[src/rtl/fetch_unit_pkg.sv]
// Shared types and constants for the instruction fetch front end.
// Latency: n/a (declarations only).
// Backpressure: n/a.
package fetch_unit_pkg;

    localparam logic [31:0] PC_RESET   = 32'hBFC0_0000;
    localparam logic [31:0] EXC_VECTOR = 32'hBFC0_0380;

    localparam int INSTR_W = 32;
    localparam int PC_W    = 32;

    typedef enum logic [1:0] {
        IDLE = 2'd0,
        REQ  = 2'd1,
        WAIT = 2'd2,
        HOLD = 2'd3
    } fetch_state_t;

    // Payload handed to the fetch/decode pipeline register (dataF).
    typedef struct packed {
        logic [INSTR_W-1:0] instr;
        logic [PC_W-1:0]    pcplus4;
        logic               exc_instr;
    } fetch_data_t;

    // Sequential successor; wraps modulo 2^32.
    function automatic logic [PC_W-1:0] pc_plus4(input logic [PC_W-1:0] pc);
        return pc + 32'd4;
    endfunction

    // Only word-aligned PCs may go to the instruction port.
    function automatic logic pc_aligned(input logic [PC_W-1:0] pc);
        return (pc[1:0] == 2'b00);
    endfunction

endpackage

[src/rtl/fetch_unit_if.sv]
// Instruction-port and fetch-output bundle of the fetch unit.
// Latency: n/a (wiring only).
// Backpressure: imem via addr_ok/data_ok, output via f_valid/f_ready.
interface fetch_unit_if;

    // sram-like instruction read port
    logic        imem_req;
    logic [31:0] imem_addr;
    logic        imem_addr_ok;
    logic        imem_data_ok;
    logic [31:0] imem_rdata;

    // fetch -> decode pipeline register
    logic        f_valid;
    logic        f_ready;
    logic [31:0] f_instr;
    logic [31:0] f_pcplus4;
    logic        f_exc_instr;

    // fetch unit side
    modport master (
        output imem_req, imem_addr,
        input  imem_addr_ok, imem_data_ok, imem_rdata,
        output f_valid, f_instr, f_pcplus4, f_exc_instr,
        input  f_ready
    );

    // memory / decode side
    modport slave (
        input  imem_req, imem_addr,
        output imem_addr_ok, imem_data_ok, imem_rdata,
        input  f_valid, f_instr, f_pcplus4, f_exc_instr,
        output f_ready
    );

endinterface

[src/rtl/fetch_pc_sel.sv]
// Next-PC selection (flush / pending redirect / same-cycle redirect / +4) and pending-target register.
// Latency: next_pc combinational; a redirect is remembered one cycle after it is seen.
// Backpressure: none; a redirect arriving while one is pending is ignored (delay slot rule).
module fetch_pc_sel #(
    parameter logic [31:0] EXC_VECTOR = fetch_unit_pkg::EXC_VECTOR
) (
    input  logic        clk,
    input  logic        resetn,
    input  logic [31:0] pc,
    input  logic        flush,
    input  logic        advance,
    input  logic        redirect_valid,
    input  logic        branch_taken,
    input  logic        jump,
    input  logic        jr,
    input  logic [31:0] pcbranch,
    input  logic [31:0] pcjump,
    input  logic [31:0] pcjr,
    output logic [31:0] next_pc
);
    import fetch_unit_pkg::*;

    logic        pend_v;
    logic [31:0] pend_pc;
    logic        redir_take;
    logic [31:0] redir_tgt;

    assign redir_take = redirect_valid && (branch_taken || jump);
    assign redir_tgt  = jr ? pcjr : (jump ? pcjump : pcbranch);

    // PC to load when the current fetch is consumed or flushed; a latched
    // target outranks a fresh one, which can only be a protocol violation.
    always_comb begin
        next_pc = pc_plus4(pc);
        if (flush) begin
            next_pc = EXC_VECTOR;
        end else if (pend_v) begin
            next_pc = pend_pc;
        end else if (redir_take) begin
            next_pc = redir_tgt;
        end
    end

    // Remember a redirect until the delay-slot fetch in flight is handed over;
    // on the handover cycle itself the target is used directly instead.
    always_ff @(posedge clk or negedge resetn) begin
        if (!resetn) begin
            pend_v  <= 1'b0;
            pend_pc <= '0;
        end else if (flush || advance) begin
            pend_v  <= 1'b0;
        end else if (redir_take && !pend_v) begin
            pend_v  <= 1'b1;
            pend_pc <= redir_tgt;
        end
    end

endmodule

[src/rtl/fetch_unit.sv]
// MIPS fetch stage: owns the PC, issues one imem read at a time, registers the result for decode.
// Latency: request accept -> f_valid is 2 cycles minimum (data_ok cycle + output register).
// Backpressure: holds the output (and issues no new request) while f_valid && !f_ready.
module fetch_unit #(
    parameter logic [31:0] PC_RESET   = fetch_unit_pkg::PC_RESET,
    parameter logic [31:0] EXC_VECTOR = fetch_unit_pkg::EXC_VECTOR
) (
    input  logic                clk,
    input  logic                resetn,
    fetch_unit_if.master        fif,
    input  logic                branch_taken,
    input  logic                jump,
    input  logic                jr,
    input  logic [31:0]         pcbranch,
    input  logic [31:0]         pcjump,
    input  logic [31:0]         pcjr,
    input  logic                redirect_valid,
    input  logic                flush
);
    import fetch_unit_pkg::*;

    fetch_state_t state;
    logic [31:0]  pc;
    logic [31:0]  next_pc;
    logic         req_q;
    logic         discard;
    logic         valid_q;
    fetch_data_t  out_q;
    logic         advance;

    // Decode takes the held instruction this cycle.
    assign advance = (state == HOLD) && fif.f_ready;

    fetch_pc_sel #(
        .EXC_VECTOR (EXC_VECTOR)
    ) u_pc_sel (
        .clk            (clk),
        .resetn         (resetn),
        .pc             (pc),
        .flush          (flush),
        .advance        (advance),
        .redirect_valid (redirect_valid),
        .branch_taken   (branch_taken),
        .jump           (jump),
        .jr             (jr),
        .pcbranch       (pcbranch),
        .pcjump         (pcjump),
        .pcjr           (pcjr),
        .next_pc        (next_pc)
    );

    // Fetch sequencer: PC, request, discard flag and output register all move together.
    always_ff @(posedge clk or negedge resetn) begin
        if (!resetn) begin
            state   <= IDLE;
            pc      <= PC_RESET;
            req_q   <= 1'b0;
            discard <= 1'b0;
            valid_q <= 1'b0;
            out_q   <= '0;
        end else if (flush) begin
            pc      <= next_pc;
            valid_q <= 1'b0;
            case (state)
                WAIT: begin
                    if (fif.imem_data_ok) begin
                        // the stale read returns now; nothing left to drop
                        discard <= 1'b0;
                        req_q   <= pc_aligned(next_pc);
                        state   <= REQ;
                    end else begin
                        discard <= 1'b1;
                    end
                end
                REQ: begin
                    if (req_q && fif.imem_addr_ok) begin
                        // the memory took the old address; its data must be dropped
                        discard <= 1'b1;
                        req_q   <= 1'b0;
                        state   <= WAIT;
                    end else begin
                        req_q   <= pc_aligned(next_pc);
                        state   <= REQ;
                    end
                end
                default: begin
                    req_q <= pc_aligned(next_pc);
                    state <= REQ;
                end
            endcase
        end else begin
            case (state)
                IDLE: begin
                    req_q <= pc_aligned(pc);
                    state <= REQ;
                end
                REQ: begin
                    if (!pc_aligned(pc)) begin
                        // misaligned PC never reaches memory; deliver an address error
                        out_q   <= '{instr: 32'h0, pcplus4: pc_plus4(pc), exc_instr: 1'b1};
                        valid_q <= 1'b1;
                        state   <= HOLD;
                    end else if (fif.imem_addr_ok) begin
                        req_q <= 1'b0;
                        state <= WAIT;
                    end
                end
                WAIT: begin
                    if (fif.imem_data_ok) begin
                        if (discard) begin
                            discard <= 1'b0;
                            req_q   <= pc_aligned(pc);
                            state   <= REQ;
                        end else begin
                            out_q   <= '{instr: fif.imem_rdata, pcplus4: pc_plus4(pc), exc_instr: 1'b0};
                            valid_q <= 1'b1;
                            state   <= HOLD;
                        end
                    end
                end
                HOLD: begin
                    if (fif.f_ready) begin
                        pc      <= next_pc;
                        valid_q <= 1'b0;
                        req_q   <= pc_aligned(next_pc);
                        state   <= REQ;
                    end
                end
                default: begin
                    state <= IDLE;
                end
            endcase
        end
    end

    assign fif.imem_req    = req_q;
    assign fif.imem_addr   = pc;
    assign fif.f_valid     = valid_q;
    assign fif.f_instr     = out_q.instr;
    assign fif.f_pcplus4   = out_q.pcplus4;
    assign fif.f_exc_instr = out_q.exc_instr;

endmodule

[src/flat_wrapper.sv]
// flat-port wrapper written by rule: the top's interface ports become plain ports
module fetch_unit_flat import fetch_unit_pkg::*;
#(
    parameter logic [31:0] PC_RESET   = fetch_unit_pkg::PC_RESET,
    parameter logic [31:0] EXC_VECTOR = fetch_unit_pkg::EXC_VECTOR
)
  (clk, resetn, branch_taken, jump, jr, pcbranch, pcjump, pcjr, redirect_valid, flush, fif_imem_req, fif_imem_addr, fif_imem_addr_ok, fif_imem_data_ok, fif_imem_rdata, fif_f_valid, fif_f_instr, fif_f_pcplus4, fif_f_exc_instr, fif_f_ready);
  fetch_unit_if fif_i ();
  input  logic clk;
  input  logic resetn;
  input  logic branch_taken;
  input  logic jump;
  input  logic jr;
  input  logic [31:0] pcbranch;
  input  logic [31:0] pcjump;
  input  logic [31:0] pcjr;
  input  logic redirect_valid;
  input  logic flush;
  output wire logic [$bits(fif_i.imem_req)-1:0] fif_imem_req;
  output wire logic [$bits(fif_i.imem_addr)-1:0] fif_imem_addr;
  input wire logic [$bits(fif_i.imem_addr_ok)-1:0] fif_imem_addr_ok;
  input wire logic [$bits(fif_i.imem_data_ok)-1:0] fif_imem_data_ok;
  input wire logic [$bits(fif_i.imem_rdata)-1:0] fif_imem_rdata;
  output wire logic [$bits(fif_i.f_valid)-1:0] fif_f_valid;
  output wire logic [$bits(fif_i.f_instr)-1:0] fif_f_instr;
  output wire logic [$bits(fif_i.f_pcplus4)-1:0] fif_f_pcplus4;
  output wire logic [$bits(fif_i.f_exc_instr)-1:0] fif_f_exc_instr;
  input wire logic [$bits(fif_i.f_ready)-1:0] fif_f_ready;
  assign fif_imem_req = fif_i.imem_req;
  assign fif_imem_addr = fif_i.imem_addr;
  assign fif_i.imem_addr_ok = fif_imem_addr_ok;
  assign fif_i.imem_data_ok = fif_imem_data_ok;
  assign fif_i.imem_rdata = fif_imem_rdata;
  assign fif_f_valid = fif_i.f_valid;
  assign fif_f_instr = fif_i.f_instr;
  assign fif_f_pcplus4 = fif_i.f_pcplus4;
  assign fif_f_exc_instr = fif_i.f_exc_instr;
  assign fif_i.f_ready = fif_f_ready;
  fetch_unit #(.PC_RESET(PC_RESET), .EXC_VECTOR(EXC_VECTOR)) u_core (.clk(clk), .resetn(resetn), .fif(fif_i), .branch_taken(branch_taken), .jump(jump), .jr(jr), .pcbranch(pcbranch), .pcjump(pcjump), .pcjr(pcjr), .redirect_valid(redirect_valid), .flush(flush));
endmodule
[config.mk]
export PLATFORM = sky130hd
export DESIGN_NAME = fetch_unit_flat
export DESIGN_NICKNAME = d
export VERILOG_FILES = /design/src/rtl/fetch_unit_pkg.sv /design/src/rtl/fetch_unit_if.sv /design/src/rtl/fetch_pc_sel.sv /design/src/rtl/fetch_unit.sv /design/src/flat_wrapper.sv
export SDC_FILE = /design/constraint.sdc
export NUM_CORES = 1
export LEC_CHECK = 0
export BUFFER_PORTS_ARGS = -buffer_cell sky130_fd_sc_hd__clkbuf_2
export CORE_MARGIN = 3
export CORE_UTILIZATION = 30
export CTS_BUF_LIST = sky130_fd_sc_hd__clkbuf_4 sky130_fd_sc_hd__clkbuf_8
export CTS_CLUSTER_DIAMETER = 80
export DETAILED_ROUTE_END_ITERATION = 6
export SETUP_SLACK_MARGIN = 0.3
export SYNTH_ARGS = -nofsm -noshare
export SYNTH_HDL_FRONTEND = slang
export SYNTH_SLANG_ARGS = --single-unit
[constraint.sdc]
create_clock -name clk -period 1.9 [get_ports clk]
set_input_delay 0.19 -clock clk [delete_from_list [all_inputs] [get_ports clk]]
set_output_delay 0.19 -clock clk [all_outputs]
set_load 0.02 [all_outputs]
Word-level counts from Yosys, hierarchy flattened

Cells that the tools add are included.

Register bits after elaboration: 135

$add $sub $neg: 1
Reductions and logical operators: 24
Bitwise operators: 2
Muxes and demuxes: 46
Equality and inequality tests: 15

Operators by type and width:

| kind                                                                    | number |
|---|---|
| 32-bit two-way mux                                                      | 8 |
| 65-bit two-way mux                                                      | 3 |
| 65-bit one-hot mux with 2 select lines                                  | 1 |
| 32-bit by 3-bit adder with 32-bit output, second input constant         | 1 |
| 1-bit two-way mux                                                       | 20 |
| 2-bit two-way mux                                                       | 8 |
| 3-bit inequality test, second input constant                            | 5 |
| 5-bit AND reduction                                                     | 3 |
| 2-bit nonzero test                                                      | 6 |
| 3-bit by 2-bit inequality test with 1-bit output, second input constant | 3 |
| 2-bit one-hot mux with 4 select lines                                   | 1 |
| 2-bit zero test                                                         | 3 |
| 2-bit inequality test, second input constant                            | 3 |
| 2-bit equality test, second input constant                              | 2 |
| 1-bit logical AND                                                       | 4 |
| 4-bit inequality test, second input constant                            | 1 |
| 1-bit one-hot mux with 2 select lines                                   | 2 |
| 1-bit one-hot mux with 4 select lines                                   | 1 |
| 2-bit one-hot mux with 2 select lines                                   | 1 |
| 2-bit AND reduction                                                     | 2 |
| 4-bit AND reduction                                                     | 1 |
| 4-bit nonzero test                                                      | 1 |
| 1-bit one-hot mux with 3 select lines                                   | 1 |
| 3-bit AND reduction                                                     | 1 |
| other kinds (4)                                                         | 6 |

Depth between registers and ports, before layout

Gate-level depths: netlist of run 1.

Depth in word-level cells: 9
Gate-level depth with buffers: 11

Cells and area by module

Synthesis of run 1 repeated with hierarchy kept, for this count alone.

Cell total of the unflattened synthesis: 818
Area, all modules: 8,000.2 µm²

By module, submodules not included:

| module       | instances | cells each | seq. area each (µm²) | area each (µm²) |
|---|---|---|---|---|
| fetch_unit   | 1         | 434        | 2,563.7              | 4,852.2 |
| fetch_pc_sel | 1         | 384        | 825.8                | 3,148.0 |

Worst setup path after synthesis of run 1

No wires, ideal clock.

Path kind: register to register
Start point: register u_core.pc[2], in the netlist u_core.fif.imem_addr[2]
End point: register u_core.pc[20], in the netlist u_core.fif.imem_addr[20]
Clock period less this slack: 2.023 ns
Cell stages (with the launch flop): 7
Arrival: 1.922 ns
Path slack: -0.123 ns
Path buffers: 0
Cells stage by stage: dfrtp_1 -> ha_1 -> nand4_1 -> nor4_4 -> nand3_1 -> o31a_1 -> o32ai_1

Cells in the longest elaborated chain, start to end: 7

RTL lines:

| item                                       | line                 | text |
|---|---|---|
| start, declared                            | fetch_unit.sv:23     | `logic [31:0] pc;` |
| start signal, assigned                     | fetch_unit.sv:62     | `pc <= next_pc;` |
| start signal, assigned                     | fetch_unit.sv:123    | `pc <= next_pc;` |
| 32-bit by 3-bit adder with 32-bit output * | fetch_unit_pkg.sv:28 | `return pc + 32'd4;` |
| 32-bit two-way mux *                       | fetch_pc_sel.sv:39   | `end else if (redir_take) begin` |
| 32-bit two-way mux *                       | fetch_pc_sel.sv:37   | `end else if (pend_v) begin` |
| 32-bit two-way mux *                       | fetch_pc_sel.sv:35   | `if (flush) begin` |
| 32-bit two-way mux                         | fetch_unit.sv:122    | `if (fif.f_ready) begin` |
| 32-bit two-way mux                         | fetch_unit.sv:92     | `case (state)` |
| 32-bit two-way mux *                       | fetch_unit.sv:61     | `end else if (flush) begin` |

Every way passes the cells marked *; elsewhere a longest branch is shown, timed or not. The select of a mux whose other input is x is not followed.
A chain may end at the register's enable or synchronous reset.

Worst setup path in the final report of run 1

Start point: register u_core.state[0]
End point: register u_core.out_q, in the netlist u_core.fif.f_instr[13]

Cells in the longest elaborated chain, start to end: 3

RTL lines:

| item                                                                                         | line              | text |
|---|---|---|
| start, declared                                                                              | fetch_unit.sv:22  | `fetch_state_t state;` |
| start signal, assigned                                                                       | fetch_unit.sv:55  | `state <= IDLE;` |
| start signal, assigned                                                                       | fetch_unit.sv:70  | `state <= REQ;` |
| start signal, assigned                                                                       | fetch_unit.sv:80  | `state <= WAIT;` |
| 2-bit equality test / 2-bit by 1-bit equality test with 1-bit output (equally long branches) | fetch_unit.sv:92  |  |
| 2-bit inequality test (no line) / 2-bit nonzero test (equally long branches)                 | -                 |  |
| 5-bit AND reduction (no line)                                                                | -                 |  |
| end signal, assigned                                                                         | fetch_unit.sv:100 | `out_q <= '{instr: 32'h0, pcplus4: pc_plus4(pc), exc_instr: 1'b1};` |
| end signal, assigned                                                                         | fetch_unit.sv:115 | `out_q <= '{instr: fif.imem_rdata, pcplus4: pc_plus4(pc), exc_instr: 1'b0};` |
| end, declared                                                                                | fetch_unit.sv:28  | `fetch_data_t out_q;` |

Several ways; a longest one is shown, not always the timed one.

==> impl_metrics.csv, run 1 <==
group,metric,value,unit
clock_tree,cts_made_buffers,17,
floorplan,die_area,26800,µm²
run_status,status,"completed",
placement,pre_cts_slack,0.0239,ns
power,fin_total_pwr,13.3,mW
clock_tree,cts_buffer_depth,2,
routing,drtIter0Drc,600,
clock_tree,clk_latency,0.45,ns
timing,maxSlewHeadroom,0.605,
clock_tree,cts_sinks,135,
routing,drc,0,
synth,syn-cell-area,7450,µm²
global_route,track_usage,0.187,
synth,yosys-top-cells-area,"dfrtp_1 42%, o21ai_0 8.2%, nand2_1 8.0%",
cells_and_area,n_antenna_cell,0,
cells_and_area,num-fill-cells,2234,
synth,ys_seq_area_frac,0.455,
timing,fin_crit_sh,0.972,
routing,wl_per_cell,18.3,µm
power,ir_drop,0.000475,V
global_route,antenna_found_initial,0,
synth,synthCells,832,
clock_tree,cts-root-buf,"clkbuf_8",
synth,synth.top_cell.area_share,0.423,
cells_and_area,nNetsFinal,1356,
synth,ys_warn_count,0,
routing,vias,7735,
cells_and_area,area_growth,64.5,%
timing,max_freq,541,MHz
placement,io_buffers,236,
timing,period_minus_slack,1.85,ns
critical_path,end_kind,"flop",
power,power.density,1090,nW/µm²
cells_and_area,instances_no_fill,1551,
timing,hold_viol_final,0,
synth,synth_edf_count,0,
floorplan,dieWidth,164,µm
timing,tns,0,ns
clock_tree,h-tree-depth,4,
routing,ant_nets,0,
synth,synth_ff_type,"dfrtp_1",
floorplan,rows,57,
routing,avgViaCountPerCell,4.99,
cells_and_area,layout_common_cells,"235 x clkbuf_2, 112 x nand2_1, 107 x dfrtp_1",
cells_and_area,drive_gt1_frac,0.541,
clock_tree,tritoncts,"done",
timing,setup_viol,0,
critical_path,path_max_fanout,9,
floorplan,initial_core_util,0.305,
routing,drt-pass1-iter-count,5,
clock_tree,clkTransAtPathRegs,0.08,ns
timing,rsz0062_at_grt,"yes",
job,maxCapViolCount,0,
floorplan,fp.dieH,164,µm
placement,placedCellCount,1407,
power,p_leak,5.64,nW
timing,postLayoutSetupSlackWorst,0.0529,ns
synth,synth_seq_cells,135,
synth,ys_types,65,
critical_path,path_class,"reg -> reg",
routing,wl,28400,µm
timing,tightest_slew,0.586,ns
worst_hold_path,min_path_type,"in -> reg",
synth,async_flop_share,1.00,
placement,place.gp.congestion,0.863,
floorplan,io-pin-count,237,
synth,postSynthAreaPerCell,8.95,µm²
timing,clock_skew,0.0135,ns
global_route,grt_first_pass_wirelength,39100,µm
timing,final_max_slew_viol_count,0,
global_route,grt_max_degree,69,
critical_path,cp_data_required_time,2.23,ns
global_route,overflow,0,
cells_and_area,layout_commonest_cell,"clkbuf_2",
synth,synth_nets,974,
placement,dp_hpwl,18500,µm
floorplan,coreArea,24400,µm²
synth,synth_top_cell_by_area,"dfrtp_1",
global_route,grt_pass1_vias,6934,
critical_path,cp.arrival,2.18,ns
critical_path,crit_path_start_kind,"flop",
## per-layer routing
| layer | GRT usage | wire length [µm] |
|---|---|---|
| met5 | 0 | 0 |
| met4 | 0.0423 | 493 |
| met3 | 0.0457 | 1710 |
| met2 | 0.296 | 13400 |
| met1 | 0.261 | 12800 |
## layout make-up
cell class,instances,area [µm²],area share
clock inverter,12,130,0.0106
inverter,18,67.6,0.00551
tap,324,405,0.0331
multi-input combinational,626,4860,0.396
sequential,135,3410,0.279
clock buffer,20,263,0.0214
timing repair buffer,416,3120,0.254
## sequential cells by signal, indices dropped and copies added (netlist names)
register and count:
u_core.fif.imem_addr 32, u_core.fif.f_valid 1, u_core.discard 1, u_core.fif.imem_req 1, u_core.fif.f_pcplus4 32, u_core.fif.f_exc_instr 1, u_core.u_pc_sel.pend_v 1, u_core.u_pc_sel.pend_pc 32
u_core.fif.f_instr 32, u_core.state 2
## power breakdown
part | internal, mW | switching [mW]
Sequential | 3.76 | 0.678
Combinational | 2.86 | 3.61
Clock | 1.22 | 1.20
## worst max-delay path, cell delays in order (launching register included)
cell       delay [ns]
dfrtp_2          0.43
inv_2            0.07
ha_4             0.18
buf_12           0.12
a211oi_4         0.27
nand2b_4         0.15
buf_12           0.18
clkbuf_16        0.17
nand2_1          0.09
o21ai_2          0.06
## cells by family (layout without fill, tap and decap cells)
kind of cell,Yosys count,in the layout,share of synthesized area
flip-flops,135,135,0.455
buffers and inverters,79,466,0.0450
XOR/XNOR,27,27,0.0317
multiplexers,68,68,0.0973
AO/OA/AOI/OAI,241,241,0.190
adder cells (fa/ha/maj),4,4,0.00672
AND/OR/NAND/NOR,278,286,0.174
## timing repair
| action | in CTS | in global routing |
|---|---|---|
| setup buffers | 32 | 25 |
| endpoints found under the setup margin | 109 | 130 |
| endpoints found under the hold margin | 68 | 0 |
| cloned | 2 | 20 |
| pin swaps | 44 | 66 |
| hold buffers | 33 | 0 |
| resized for setup | 78 | 194 |
## worst paths after layout
kind                                                         start                                       to  slack (ns)  cells past startpoint
worst min-delay path                                      pcjr[29]  u_core.u_pc_sel.pend_pc[29]$_DFFE_PN0P_        0.05                      3
worst max register to register         u_core.state[0]$_DFFE_PN0P_       u_core.fif.f_instr[13]$_DFFE_PN0P_        0.05                      9
min in group asynchronous                                   resetn  u_core.u_pc_sel.pend_pc[16]$_DFFE_PN0P_        0.23                      2
worst max-delay path                   u_core.state[0]$_DFFE_PN0P_       u_core.fif.f_instr[13]$_DFFE_PN0P_        0.05                      9
worst min register to register  u_core.fif.f_instr[23]$_DFFE_PN0P_       u_core.fif.f_instr[23]$_DFFE_PN0P_        0.49                      2
max in group asynchronous                                   resetn        u_core.fif.f_instr[8]$_DFFE_PN0P_        0.96                      3
## synth_stat cells, drive strengths merged (3+ instances only)
cell type / count
nand2: 159
dfrtp: 126
o21ai: 124
a21oi: 49
nor2: 43
mux2: 35
clkbuf: 34
mux2i: 33
buf: 27
inv: 18
xnor2: 18
nor3: 15
nand3: 12
a31oi: 10
nand4: 10
dfstp: 9
xor2: 9
and2: 8
a211oi: 7
a221oi: 7
nand2b: 7
nor4: 6
ha: 4
nor2b: 4
o22a: 4
o31a: 4
o31ai: 4
or3: 4
a21o: 3
nand3b: 3
o211ai: 3
o21a: 3
## through the flow
stage	instance area [µm²]	hold slack, ns	util
4_1_cts	11000	0.0422	0.450
3_5_place_dp	9620	0.144	0.394
3_3_place_gp	9620	0.141	0.394
6_report	12300	0.0536	0.502
5_1_grt	12300	0.0379	0.502
2_1_floorplan	7720	-0.106	-
(Power assumes the default switching activity.)
==> run 2: changes to the inputs <==
==> constraint.sdc (replaced) <==
create_clock -name clk -period 1.9 [get_ports clk]
set_input_delay 0.19 -clock clk [delete_from_list [all_inputs] [get_ports clk]]
set_output_delay 0.19 -clock clk [all_outputs]
set_load 0.01 [all_outputs]
==> run 2 against run 1 <==
Against the previous run: the run now ends with DRC left; clock power increased by 13%; clock-buffer cell count increased by 4; clock skew decreased by 0.0049 ns; design area increased by 3.3%; core utilization increased by 1.7 points; largest cell class unchanged; wire length increased by 0.11%; maximum frequency decreased by 0.93%; worst hold slack got worse by 0.0090 ns.
==> impl_metrics.csv, run 2 (synthesis gave the netlist of run 1 again) <==
group,metric,value,unit
run_status,status,"finished, violations left",
run_status,violations,"DRC",
clock_tree,cts_made_buffers,17,
timing,postLayoutSetupSlackWorst,0.0355,ns
placement,placedCellCount,1412,
critical_path,cpMaxStageDelayCell,"dfrtp_1",
floorplan,initial_core_util,0.305,
routing,avgViaCountPerCell,5.04,
timing,clock_skew,0.00858,ns
power,ir_drop,0.000530,V
placement,dp_hpwl,18600,µm
timing,period_minus_slack,1.86,ns
power,fin_total_pwr,13.7,mW
clock_tree,cts_buffer_depth,2,
placement,place.gp.congestion,0.894,
floorplan,die_area,26800,µm²
cells_and_area,final_cell_area,12700,µm²
placement,io_buffers,236,
global_route,grt_first_pass_wirelength,43000,µm
job,maxCapViolCount,0,
critical_path,crit_path_start_kind,"flop",
routing,wl_per_cell,18.3,µm
routing,drt-pass1-iter-count,7,
floorplan,rows,57,
timing,tightest_slew,0.493,ns
routing,wl,28400,µm
cells_and_area,nNetsFinal,1361,
clock_tree,cts-root-buf,"clkbuf_8",
global_route,overflow,0,
timing,maxSlewHeadroom,0.668,
cells_and_area,layout_commonest_cell,"clkbuf_2",
timing,final_max_slew_viol_count,0,
cells_and_area,area_growth,69.9,%
routing,vias,7842,
clock_tree,cts_sinks,135,
cells_and_area,n_antenna_cell,0,
timing,setup_viol,0,
critical_path,ff2ff_path_depth,8,
critical_path,cp.arrival,2.20,ns
critical_path,r2r-end,"u_core.fif.f_pcplus4[12]$_DFFE_PN0P_",
floorplan,coreArea,24400,µm²
critical_path,ff2ff_setup_slack,0.04,ns
critical_path,critical_path.most_common_cell,"buf_4",
global_route,grt_pass1_vias,7760,
critical_path,worstSetupPathDepth,8,
global_route,antenna_found_initial,0,
power,p_leak,5.89,nW
floorplan,io-pin-count,237,
clock_tree,clk_latency,0.45,ns
critical_path,cp_top_family,"flip-flops",
worst_hold_path,min_path_type,"in -> reg",
critical_path,cp-startpoint,"u_core.state[1]$_DFFE_PN0P_",
routing,drc,3,
placement,pre_cts_slack,-0.0261,ns
timing,fin_crit_sh,0.981,
global_route,track_usage,0.205,
critical_path,slowest_delay,0.41,ns
timing,max_freq,536,MHz
cells_and_area,instances_no_fill,1556,
timing,rsz0062_at_grt,"yes",
placement,placed_area,9620,µm²
critical_path,path_class,"reg -> reg",
floorplan,fp.dieH,164,µm
floorplan,dieWidth,164,µm
critical_path,path_buf_inv,3,
power,power.density,1080,nW/µm²
timing,tns,0,ns
clock_tree,tritoncts,"done",
global_route,grt_max_degree,46,
critical_path,path_max_fanout,5,
cells_and_area,drive_gt1_frac,0.579,
clock_tree,clkTransAtPathRegs,0.08,ns
critical_path,end_kind,"flop",
critical_path,endpoint,"u_core.fif.f_pcplus4[12]$_DFFE_PN0P_",
critical_path,crit_chain,"inv_2 -> ha_4 -> nor3b_4 -> a211oi_4 -> buf_4 -> buf_4 -> nand2b_4 -> mux2_2",
clock_tree,h-tree-depth,4,
critical_path,reg2reg_from,"u_core.state[1]$_DFFE_PN0P_",
routing,drtIter0Drc,488,
critical_path,cp_data_required_time,2.24,ns
timing,hold_viol_final,0,
routing,ant_nets,0,
cells_and_area,layout_common_cells,"235 x clkbuf_2, 120 x dfrtp_1, 94 x buf_4",
==> run 2: cell types whose count changed in the layout (fill, tap and decap cells not counted), moves of 7 or more <==
cell / change
buf_4: +7
o21ai_2: +18
mux2_4: +10
buf_6: -8
dfrtp_2: -13
buf_16: +12
o21ai_1: -16
dfrtp_1: +13
clkbuf_16: -8
nand2_1: -28
nand2_2: +27
mux2_2: -10
==> run 2: worst min-delay path by stage <==
stage	startpoint	endpoint	slack, ns	cells after the start
2_1_floorplan	resetn	u_core.discard$_DFFE_PN0P_	-0.11	0
3_3_place_gp	resetn	u_core.fif.f_instr[0]$_DFFE_PN0P_	0.16	1
3_5_place_dp	resetn	u_core.fif.f_instr[0]$_DFFE_PN0P_	0.15	1
4_1_cts	pcjr[28]	u_core.u_pc_sel.pend_pc[28]$_DFFE_PN0P_	0.01	3
5_1_grt	pcjr[28]	u_core.u_pc_sel.pend_pc[28]$_DFFE_PN0P_	0.04	3
6_report	pcjr[28]	u_core.u_pc_sel.pend_pc[28]$_DFFE_PN0P_	0.04	3
==> run 2: area by class of cell <==
type                       instances  area [µm²]
clock inverter                     8         146
timing repair buffer             420        3220
clock buffer                      24         299
tap                              324         405
sequential                       135        3400
fill                            2144       11700
inverter                          18        67.6
multi-input combinational        627        5120
==> run 2: where the power goes <==
| group | switching (mW) | internal, mW | total, mW |
|---|---|---|---|
| logic | 3.31 | 3.21 | 6.52 |
| registers | 0.719 | 3.75 | 4.47 |
| clock network | 1.17 | 1.57 | 2.74 |
| total | 5.19 | 8.54 | 13.7 |
==> run 2: what timing repair did <==
item / in CTS / in global routing
gates resized for setup: 184 / 176
pin swaps: 105 / 94
hold endpoints to repair: 72 / 0
endpoints found under the setup margin: 118 / 130
buffers inserted: 44 / 14
hold buffers: 33 / 0
cloned: 18 / 3
==> run 2: stage by stage <==
| stage | util | hold WS [ns] |
|---|---|---|
| 6_report | 0.519 | 0.0446 |
| 5_1_grt | 0.519 | 0.0360 |
| 4_1_cts | 0.483 | 0.0114 |
| 3_5_place_dp | 0.394 | 0.153 |
| 3_3_place_gp | 0.394 | 0.157 |
| 2_1_floorplan | - | -0.106 |
==> run 2: per-layer routing <==
metal / vias to the layer above / wire [µm] / share of wire / track usage
met5: - / 0 / 0 / 0
met4: 0 / 604 / 0.021 / 0.0531
met3: 42 / 1640 / 0.058 / 0.0408
met2: 289 / 13600 / 0.48 / 0.344
met1: 3779 / 12600 / 0.44 / 0.272
li1: 3732 / - / - / -
==> run 2: tightest hold or removal path, stage by stage <==
cell and delay, ns:
clkbuf_2 0.08, mux2i_1 0.08, o21ai_1 0.11
